--- config.mk ---
export PLATFORM = sky130hd
export DESIGN_NAME = reg_file_fwd
export DESIGN_NICKNAME = d
export VERILOG_FILES = /design/src/rtl/reg_file_fwd.sv
export SDC_FILE = /design/constraint.sdc
export NUM_CORES = 2
export LEC_CHECK = 0
export CORE_MARGIN = 1
export CORE_UTILIZATION = 45
export CTS_BUF_LIST = sky130_fd_sc_hd__clkbuf_16
export DETAILED_ROUTE_END_ITERATION = 12
export HOLD_SLACK_MARGIN = 0.1
export PLACE_DENSITY = 0.71
export SLEW_MARGIN = 10
export SYNTH_ARGS = -nofsm -noshare
export SYNTH_HDL_FRONTEND = slang
export SYNTH_SLANG_ARGS = --single-unit
--- constraint.sdc ---
create_clock -name clk -period 2.65 [get_ports clk]
set_clock_uncertainty 0.2 [all_clocks]
set_input_delay 0.3975 -clock clk [delete_from_list [all_inputs] [get_ports clk]]
set_output_delay 0.3975 -clock clk [all_outputs]
set_load 0.05 [all_outputs]
--- src/rtl/reg_file_fwd.sv ---
// Dual-read GPR file for the decode stage: WB-written array with EX/MEM/WB operand
// forwarding merged into the read path and a combinational load-use stall request.
module reg_file_fwd #(
    parameter int DATA_WIDTH     = 32,
    parameter int REG_ADDR_WIDTH = 5,
    parameter int REG_NUM        = 32
) (
    input  logic                      clk,
    input  logic                      rst,
    input  logic                      read_en_1,
    input  logic [REG_ADDR_WIDTH-1:0] read_addr_1,
    input  logic                      read_en_2,
    input  logic [REG_ADDR_WIDTH-1:0] read_addr_2,
    output logic [DATA_WIDTH-1:0]     read_data_1,
    output logic [DATA_WIDTH-1:0]     read_data_2,
    input  logic                      ex_write_en,
    input  logic [REG_ADDR_WIDTH-1:0] ex_write_addr,
    input  logic [DATA_WIDTH-1:0]     ex_write_data,
    input  logic                      ex_is_load,
    input  logic                      mem_write_en,
    input  logic [REG_ADDR_WIDTH-1:0] mem_write_addr,
    input  logic [DATA_WIDTH-1:0]     mem_write_data,
    input  logic                      write_en,
    input  logic [REG_ADDR_WIDTH-1:0] write_addr,
    input  logic [DATA_WIDTH-1:0]     write_data,
    output logic                      stall_req
);

    typedef struct packed {
        logic                  hazard;
        logic [DATA_WIDTH-1:0] data;
    } rd_t;

    logic [DATA_WIDTH-1:0] regs [REG_NUM];
    rd_t                   port_1;
    rd_t                   port_2;

    always_ff @(posedge clk or negedge rst) begin
        if (!rst) begin
            for (int unsigned i = 0; i < REG_NUM; i++) begin
                regs[i] <= '0;
            end
        end else if (write_en && write_addr != '0) begin
            regs[write_addr] <= write_data;
        end
    end

    // Youngest producer first; a load still in EX has no data yet, so flag it instead.
    function automatic rd_t resolve(input logic en, input logic [REG_ADDR_WIDTH-1:0] addr);
        rd_t r;
        r = '0;
        if (!en || addr == '0) begin
            r = '0;
        end else if (ex_write_en && ex_write_addr == addr) begin
            r.hazard = ex_is_load;
            r.data   = ex_is_load ? '0 : ex_write_data;
        end else if (mem_write_en && mem_write_addr == addr) begin
            r.data = mem_write_data;
        end else if (write_en && write_addr == addr) begin
            r.data = write_data;
        end else begin
            r.data = regs[addr];
        end
        return r;
    endfunction

    always_comb begin
        port_1 = resolve(read_en_1, read_addr_1);
        port_2 = resolve(read_en_2, read_addr_2);
    end

    assign read_data_1 = port_1.data;
    assign read_data_2 = port_2.data;
    assign stall_req   = port_1.hazard | port_2.hazard;

endmodule

==> impl_metrics.ini <==
[layout]
multi_input_area_sq_mm = 0.0311
largest_reg_flops = 1024
fillers = 9042
top_register = regs
fin_cells = 6363
regArea_sq_mm = 0.0256
reg.largest.list = regs x1024
utilization = 0.605
nets = 4779
drive_gt1_frac = 0.608
area_growth_syn_to_layout_pct = 32.6

[power_and_ir_drop]
power.static_leakage_uw = 0.0319
total_power_uw = 49000
vdd_drop_max_mv = 0.590
p_per_area_mw_per_mm2 = 662

[timing]
hold_slack_ps = 201
final-setup-viol-count = 65
finalSetupTns_ps = -41090
hold_viol_final = 0
max_slew.worst_pin.slew_ps = 617
fmax_ghz = 0.275
fin_ws_ps = -989
relSlewSlack = 0.589
period_needed_ps = 3640
fin_crit_sh = 1.37
drv_slew = 0
rsz0062_at_grt = yes

[global_route]
antenna_found_initial = 2
grt_pass1_wl_mm = 300
grt_pass1_vias = 44027
overflow = 0
grt_max_degree = 101
grt_usage = 0.324

[clock_network]
cts_tree = done
cts_max_level = 3
clk_pin_slew_ps = 60
clock-sinks = 1024
clk_latency_ps = 710
cts_root_buffer = clkbuf_16
numCtsBuffers = 108
cts_buffer_depth = 3

[worst_setup_path]
timing.rr.end = regs[720]
worstPathMaxFanout = 3
critPathRequiredTime_ps = 2050
worst_setup_path_start_kind = register
critical_path_class = register to primary output
worstPathArrival_ps = 3040
rrSetupSlack_ps = 1460
reg2reg_depth = 3
worst_setup_path_end_kind = primary output
r2r_start = regs[720]

[logic_synthesis]
ys_top_cells_by_area = dfrtp_1 (46%), mux2_2 (20%), mux4_2 (15%)
ys.flop_type = dfrtp_1
syn-cell-area_sq_mm = 0.0559
synth-seq-area-share = 0.458
yosys_warnings = 0
synth_fp_nets = 4085
syn-instance-count = 3956
ys_ff_latch = 1024
synth_common_cells = dfrtp_1 (1024), mux2_2 (992), mux4_2 (383)
synthMostInstantiatedCell = dfrtp_1
ys_types = 43
synth_top_area_share = 0.458
syn_avg_cell_area_sq_um = 14.1
yosysTopAreaCell = dfrtp_1
synth-edff-count = 0
synthArstFlopShare = 1.00

[floorplanning]
dieArea_sq_mm = 0.126
rows = 128
start_util = 0.456
die_x_um = 354
core_area_sq_mm = 0.123
io_pins = 194
die_y_um = 354

[drt]
drtIter0Drc = 4598
viasPerCell = 6.69
drc = 0
wire_per_inst_um = 32.5
drt_first_pass_iters = 5
antenna_left = 0
vias = 42587
wirelength_mm = 207

[placed_design]
dp_cells = 6017
hpwl_mm = 134
portBuffers = 193
place_congestion = 0.951

[hold_path]
hold_depth = 0
min_path_type = register to register
min_from = regs[1022]
whs_endpoint = regs[1022]

[run_status]
status = finished, violations left
violations = negative setup slack

[job]
maxCapViolations = 0
layer usage:
layer | track usage | up-vias | wire length, um
met5 | 0 | - | 0
met2 | 0.483 | 2567 | 92100
li1 | - | 16864 | -
met4 | 0.148 | 0 | 10600
met1 | 0.438 | 22543 | 80900
met3 | 0.0935 | 613 | 23100
metrics by stage:
stage | instance area (sq um) | setup slack (ps)
after floorplan | 57800 | -129
after global placement | 67000 | -1240
after detailed placement | 67000 | -1270
after CTS | 73200 | -1010
after global routing | 74100 | -1040
final | 74100 | -989
layout by cell type, fill, tap and decap left out, types with 26 or more instances in the layout:
| cell type | netlist | routed |
|---|---|---|
| buf_12 | 5 | 200 |
| o22ai_1 | 128 | 54 |
| nand2b_1 | 34 | 32 |
| a22oi_1 | 96 | 38 |
| clkbuf_16 | 0 | 115 |
| mux2i_1 | 256 | 254 |
| a22o_1 | 46 | 46 |
| dfrtp_1 | 1024 | 1024 |
| a211oi_2 | 2 | 96 |
| buf_6 | 17 | 97 |
| a21oi_2 | 0 | 34 |
| buf_4 | 32 | 603 |
| o21ai_0 | 64 | 50 |
| clkdlybuf4s50_1 | 0 | 106 |
| mux4_2 | 383 | 384 |
| o22ai_4 | 0 | 66 |
| a22oi_2 | 0 | 58 |
| clkinv_1 | 0 | 27 |
| mux2_2 | 992 | 992 |
| a21oi_1 | 69 | 26 |
| o221ai_1 | 64 | 56 |
area by class of cell:
class,instances,area share
Antenna cell,4,0.000135
Clock inverter,85,0.00927
Clock buffer,109,0.0368
Timing Repair Buffer,1062,0.161
Sequential cell,1024,0.346
Tap cell,1625,0.0274
Multi-Input combinational cell,2454,0.420
report_power, final:
part | total (uW) | switching [uW] | leakage, uW | internal (uW)
sequential | 20800 | 2180 | 0.0131 | 18600
combinational | 13100 | 5690 | 0.0170 | 7410
clock | 15100 | 6640 | 0.00176 | 8490
critical path, cell delays in order, from the launching register on:
cell and delay [ps]:
dfrtp_1 390, mux4_2 510, a22o_1 270, a211oi_2 300, buf_4 170, nor3_2 50, a211oi_2 240, buf_4 170
o22ai_4 60, buf_6 170
worst max path at each step:
stage                               from              end  slack (ps)  depth (start not counted)
after floorplan           read_addr_2[0]  read_data_2[12]        -130                          8
after global placement    read_addr_2[3]  read_data_2[19]       -1240                         10
after detailed placement   write_addr[4]  read_data_2[24]       -1270                         11
after CTS                      regs[335]  read_data_2[15]       -1010                          9
after global routing           regs[760]  read_data_2[24]       -1040                          8
final                          regs[303]  read_data_2[15]        -990                          9
kinds of logic after synthesis:
family	synth area share
muxes	0.401
AOI/OAI and AO/OA	0.0820
DFF	0.458
and+or+nand+nor	0.0142
xor gates and xnor gates	0.00470
buffers and inverters	0.0401
timing repair:
action,4_1_cts,5_1_grt
resized for setup,347,91
buffers inserted,102,55
endpoints found under the hold margin,961,0
gates cloned,8,7
pin swaps,248,97
hold buffers,2,0
endpoints found under the setup margin,65,65
Power figures use the tool's default switching activity.
